**src/rtl/tt_um_uart_tx_if.sv**
```systemverilog
// Pin bundle of the UART transmitter tile.
//   ena     : power-good indication, always 1, not used by the logic
//   ui_in   : byte to transmit
//   uio_in  : bit 0 is the send request level, bits 7:1 unused
//   uo_out  : {4'b0, overrun, done, busy, tx}
//   uio_out : constant 0
//   uio_oe  : constant 0 (bidirectional pins are inputs)
// master = the side that drives the request and data, slave = the transmitter.
interface tt_um_uart_tx_if;
  logic       ena;
  logic [7:0] ui_in;
  logic [7:0] uio_in;
  logic [7:0] uo_out;
  logic [7:0] uio_out;
  logic [7:0] uio_oe;

  modport master (
    output ena, ui_in, uio_in,
    input  uo_out, uio_out, uio_oe
  );

  modport slave (
    input  ena, ui_in, uio_in,
    output uo_out, uio_out, uio_oe
  );
endinterface

```
**src/rtl/tt_um_uart_tx.sv**
```systemverilog
// UART transmitter: 8 data bits LSB first, optional even parity, 1 or 2 stop bits.
// A rising edge on the send request (uio_in[0], asynchronous) latches ui_in
// and emits one frame on uo_out[0].
// Ports:
//   clk   : sole clock, rising edge
//   rst_n : asynchronous active-low reset
//   bus   : pin bundle (slave side), see tt_um_uart_tx_if
//           uo_out = {4'b0, overrun, done, busy, tx}; uio_out/uio_oe = 0
module tt_um_uart_tx #(
  parameter int CLKS_PER_BIT = 434,
  parameter int PARITY_EN    = 0,
  parameter int STOP_BITS    = 1
) (
  input  logic          clk,
  input  logic          rst_n,
  tt_um_uart_tx_if.slave bus
);

  // Timer must hold the longest interval, the two-bit stop period.
  localparam int TW = $clog2(CLKS_PER_BIT * 2);
  localparam logic [TW-1:0] BIT_LAST  = TW'(CLKS_PER_BIT - 1);
  localparam logic [TW-1:0] STOP_LAST = TW'(CLKS_PER_BIT * STOP_BITS - 1);

  typedef enum logic [2:0] {IDLE, START, DATA, PARITY, STOP} state_t;

  logic          req_p0;
  logic          req_p1;
  logic          req_d_p2;
  logic          edge_p2;

  state_t        state;
  logic [TW-1:0] timer;
  logic [2:0]    bit_idx;
  logic [7:0]    shreg;
  logic          tx_q;
  logic          busy_q;
  logic          done_q;
  logic          ovr_q;

  // Stage p0/p1: two-flop synchronizer; stage p2: registered rising-edge pulse.
  always_ff @(posedge clk or negedge rst_n) begin
    if (!rst_n) begin
      req_p0   <= 1'b0;
      req_p1   <= 1'b0;
      req_d_p2 <= 1'b0;
      edge_p2  <= 1'b0;
    end else begin
      req_p0   <= bus.uio_in[0];
      req_p1   <= req_p0;
      req_d_p2 <= req_p1;
      edge_p2  <= req_p1 & ~req_d_p2;
    end
  end

  // Frame FSM: tx is driven straight from a flop so the line never glitches.
  always_ff @(posedge clk or negedge rst_n) begin
    if (!rst_n) begin
      state   <= IDLE;
      timer   <= '0;
      bit_idx <= 3'd0;
      shreg   <= 8'd0;
      tx_q    <= 1'b1;
      busy_q  <= 1'b0;
      done_q  <= 1'b0;
      ovr_q   <= 1'b0;
    end else begin
      done_q <= 1'b0;
      // A request arriving mid-frame is dropped and remembered until reset.
      if (edge_p2 && (state != IDLE)) ovr_q <= 1'b1;

      case (state)
        IDLE: begin
          if (edge_p2) begin
            shreg  <= bus.ui_in;
            state  <= START;
            timer  <= '0;
            tx_q   <= 1'b0;
            busy_q <= 1'b1;
          end
        end
        START: begin
          if (timer == BIT_LAST) begin
            timer   <= '0;
            bit_idx <= 3'd0;
            state   <= DATA;
            tx_q    <= shreg[0];
          end else begin
            timer <= timer + TW'(1);
          end
        end
        DATA: begin
          if (timer == BIT_LAST) begin
            timer <= '0;
            if (bit_idx == 3'd7) begin
              bit_idx <= 3'd0;
              if (PARITY_EN != 0) begin
                state <= PARITY;
                tx_q  <= ^shreg;
              end else begin
                state <= STOP;
                tx_q  <= 1'b1;
              end
            end else begin
              bit_idx <= bit_idx + 3'd1;
              tx_q    <= shreg[bit_idx + 3'd1];
            end
          end else begin
            timer <= timer + TW'(1);
          end
        end
        PARITY: begin
          if (timer == BIT_LAST) begin
            timer <= '0;
            state <= STOP;
            tx_q  <= 1'b1;
          end else begin
            timer <= timer + TW'(1);
          end
        end
        STOP: begin
          if (timer == STOP_LAST) begin
            timer  <= '0;
            state  <= IDLE;
            busy_q <= 1'b0;
            done_q <= 1'b1;
          end else begin
            timer <= timer + TW'(1);
          end
        end
        default: begin
          state <= IDLE;
          tx_q  <= 1'b1;
        end
      endcase
    end
  end

  assign bus.uo_out  = {4'b0000, ovr_q, done_q, busy_q, tx_q};
  assign bus.uio_out = 8'h00;
  assign bus.uio_oe  = 8'h00;

  logic unused_ok;
  assign unused_ok = &{1'b0, bus.ena, bus.uio_in[7:1]};

endmodule

```
**src/flat_wrapper.sv**
```systemverilog
// flat-port wrapper written by rule: the top's interface ports become plain ports
module tt_um_uart_tx_flat 
#(
  parameter int CLKS_PER_BIT = 434,
  parameter int PARITY_EN    = 0,
  parameter int STOP_BITS    = 1
)
  (clk, rst_n, bus_ena, bus_ui_in, bus_uio_in, bus_uo_out, bus_uio_out, bus_uio_oe);
  tt_um_uart_tx_if bus_i ();
  input  logic clk;
  input  logic rst_n;
  input wire logic [$bits(bus_i.ena)-1:0] bus_ena;
  input wire logic [$bits(bus_i.ui_in)-1:0] bus_ui_in;
  input wire logic [$bits(bus_i.uio_in)-1:0] bus_uio_in;
  output wire logic [$bits(bus_i.uo_out)-1:0] bus_uo_out;
  output wire logic [$bits(bus_i.uio_out)-1:0] bus_uio_out;
  output wire logic [$bits(bus_i.uio_oe)-1:0] bus_uio_oe;
  assign bus_i.ena = bus_ena;
  assign bus_i.ui_in = bus_ui_in;
  assign bus_i.uio_in = bus_uio_in;
  assign bus_uo_out = bus_i.uo_out;
  assign bus_uio_out = bus_i.uio_out;
  assign bus_uio_oe = bus_i.uio_oe;
  tt_um_uart_tx #(.CLKS_PER_BIT(CLKS_PER_BIT), .PARITY_EN(PARITY_EN), .STOP_BITS(STOP_BITS)) u_core (.clk(clk), .rst_n(rst_n), .bus(bus_i));
endmodule
```
**config.mk**
```make
export PLATFORM = sky130hd
export DESIGN_NAME = tt_um_uart_tx_flat
export DESIGN_NICKNAME = d
export VERILOG_FILES = /design/src/rtl/tt_um_uart_tx_if.sv /design/src/rtl/tt_um_uart_tx.sv /design/src/flat_wrapper.sv
export SDC_FILE = /design/constraint.sdc
export NUM_CORES = 1
export LEC_CHECK = 0
export BUFFER_PORTS_ARGS = -buffer_cell sky130_fd_sc_hd__buf_4
export CAP_MARGIN = 20
export CELL_PAD_IN_SITES_DETAIL_PLACEMENT = 1
export CELL_PAD_IN_SITES_GLOBAL_PLACEMENT = 2
export CORE_MARGIN = 1
export CORE_UTILIZATION = 35
export DETAILED_ROUTE_END_ITERATION = 10
export GPL_ROUTABILITY_DRIVEN = 0
export PLACE_DENSITY_LB_ADDON = 0.1
export SETUP_SLACK_MARGIN = 0.3
export SLEW_MARGIN = 30
export SYNTH_ARGS = -nofsm -noshare
export SYNTH_HDL_FRONTEND = slang
export SYNTH_SLANG_ARGS = --single-unit
```
**constraint.sdc**
```tcl
create_clock -name clk -period 6.1 [get_ports clk]
set_input_delay 0.61 -clock clk [delete_from_list [all_inputs] [get_ports clk]]
set_output_delay 0.61 -clock clk [all_outputs]
set_load 0.05 [all_outputs]
```
==> impl_metrics.tcl <==
set metrics [dict create \
    routedWlPerCell_um 15.2 \
    crit_path_end_kind "flop" \
    finalMaxSlewViolations 0 \
    drtAntennaViolNets 0 \
    avgViaCountPerCell 5.08 \
    crit_buf_inv 0 \
    drt_iter0_markers 51 \
    cts_buffers 5 \
    htree_num_levels 2 \
    cpPeakStageDelay_ns 0.48 \
    dr_total_vias 1296 \
    start_kind "flop" \
    grt_max_degree 33 \
    drive_gt1_share_pct 20.5 \
    clk_latency_ns 0.28 \
    cp_slowest_cell "mux4_2" \
    num_rows 26 \
    initial_core_util_pct 36.9 \
    fin_crit_ns 2.24 \
    pin_count 43 \
    antenna_found_initial 0 \
    port_buffers 14 \
    arrival_ns 2.45 \
    grt_pass1_wl_um 6650 \
    worst_pin_slew_ns 0.668 \
    yosysSeqAreaShare_pct 42.0 \
    netlist_area_mm2 0.00191 \
    ys.flop_type "dfrtp_1" \
    grt_pass1_vias 1331 \
    cts_root_buffer "clkbuf_8" \
    cp_top_family "multiplexers" \
    overflow 0 \
    setup_viol 0 \
    hpwl_um 2810 \
    diodes 0 \
    cts-resized-gates 0 \
    worst-path-stages 6 \
    clockBufferDepth 2 \
    die_y_um 75.9 \
    most-common-layout-cells "dfrtp_1, conb_1, buf_4" \
    clk_pin_slew_worst_paths_ns 0.07 \
    cap_violations 0 \
    status "finished, final reports clean" \
    reg2reg_from "u_core.bit_idx[0]$_DFFE_PN0P_" \
    path_class "reg2reg" \
    multi_input_area_um2 881 \
    drc 0 \
    die_width_um 75.9 \
    fin_tns_setup_ns 0 \
    drt_pass1_iterations 4 \
    synthCells 177 \
    path_cells "ha_1 -> ha_1 -> mux2i_1 -> mux4_2 -> a311o_1 -> o211ai_2" \
    fp.coreArea_mm2 0.00517 \
    p_leak_nw 0.864 \
    cts_tree "yes" \
    clock_sinks 32 \
    synth_warnings 0 \
    pwr_density_cell_mw_per_mm2 329 \
    maxSlewHeadroom_pct 55.5 \
    area_delta_synth_final_pct 4.45 \
    syn_avg_cell_area_um2 10.8 \
    die_area_mm2 0.00576 \
    fmax_mhz 446 \
    rrSetupSlack_ns 3.86 \
    track_usage_pct 16.1 \
    fillCellCount 590 \
    skew_ns 0.00539 \
    timing.final.crit_share_pct 36.8 \
    grt_setup_unrepaired "no" \
    synth_cell_types 55 \
    fin_nets 207 \
    cp-startpoint "u_core.bit_idx[0]$_DFFE_PN0P_" \
    crit_top_cell "ha_1" \
    hold_slack_ns 0.248 \
    r2r_cells 6 \
    cp_data_required_time_ns 6.31 \
    hp-class "in2async" \
    hold_viol_final 0 \
    ys_ff_latch 32 \
    cp_max_fo 5 \
    cts_hold_buf 0 \
    postCtsSetupRepairBufs 0 \
    synth_edf_count 0 \
    synth-async-reset-ratio_pct 100 \
    ir_drop_mv 0.142 \
    regArea_um2 802 \
    mostFrequentLayoutCell "dfrtp_1" \
    routed_wl_um 3860 \
]
-- final timing paths --
path                                      endpoint
min in group clk           u_core.req_p1$_DFF_PN0_
max reg2reg                u_core.tx_q$_DFFE_PN1P_
min reg2reg                u_core.req_p1$_DFF_PN0_
max                        u_core.tx_q$_DFFE_PN1P_
max in group asynchronous  u_core.tx_q$_DFFE_PN1P_
min                        u_core.done_q$_DFF_PN0_
-- registers in the layout, indices dropped and copies added, names as in the netlist --
register / cells
u_core.edge_p2: 1
u_core.shreg: 8
u_core.timer: 10
u_core.tx_q: 1
u_core.bit_idx: 3
u_core.req_d_p2: 1
u_core.busy_q: 1
u_core.req_p1: 1
u_core.done_q: 1
u_core.ovr_q: 1
u_core.req_p0: 1
u_core.state: 3
-- final cells by class --
class | count | area share [%]
Tap cell | 70 | 4.39
Timing Repair Buffer | 15 | 5.64
Inverter | 6 | 1.13
Sequential cell | 32 | 40.2
Multi-Input combinational cell | 124 | 44.1
Clock buffer | 8 | 4.51
-- synthesized netlist by cell type, drive strengths merged (5+ instances only) --
| library cell | number | share of area, % |
|---|---|---|
| xor2 | 5 | 2.3 |
| buf | 30 | 12 |
| dfrtp | 31 | 41 |
| o21ai | 5 | 1.5 |
| nand3 | 6 | 1.6 |
| inv | 6 | 1.2 |
| mux2 | 8 | 4.7 |
| nor2 | 11 | 2.2 |
| nand2 | 5 | 0.98 |
| nand4 | 5 | 1.6 |
-- power by group --
part | internal (mW) | switching, mW
registers | 0.260 | 0.0467
logic | 0.0809 | 0.101
clock network | 0.0919 | 0.0762
-- per-stage QoR --
| step | util, % | std cells | setup WS [ns] | area, µm² | power, mW |
|---|---|---|---|---|---|
| after floorplan | - | 196 | 4.01 | 1980 | 0.461 |
| after detailed placement | 36.8 | 247 | 3.87 | 1910 | 0.494 |
| after global placement | 36.8 | 247 | 3.87 | 1910 | 0.482 |
| final | 38.6 | 255 | 3.86 | 2000 | 0.656 |
| after CTS | 38.6 | 255 | 3.84 | 2000 | 0.666 |
| after global routing | 38.6 | 255 | 3.71 | 2000 | 0.696 |
-- layer usage --
layer	global-route usage, %	up-vias	part of all wire, %
met3	3.57	5	3.7
met2	25.9	33	48
li1	-	605	-
met4	6.79	0	1.3
met1	21.1	653	47
met5	0	-	0
-- worst reg2reg max path, stage by stage, from the launching register on --
cell and delay, ns:
dfrtp_1 0.45, ha_1 0.23, ha_1 0.38, mux2i_1 0.15, mux4_2 0.48, a311o_1 0.33, o211ai_2 0.15
-- logic make-up (layout without fill, tap and decap cells) --
logic type | after synthesis | count (layout) | share of synthesized area (%)
compound gates | 29 | 29 | 11.9
xor+xnor | 5 | 5 | 2.29
fa+ha+maj | 4 | 4 | 2.62
buf+inv | 40 | 29 | 15.7
flops | 32 | 32 | 42.0
mux | 14 | 14 | 9.17
other cells | 1 | 20 | 0.196
simple gates | 52 | 52 | 16.2
Power figures use the tool's default switching activity.
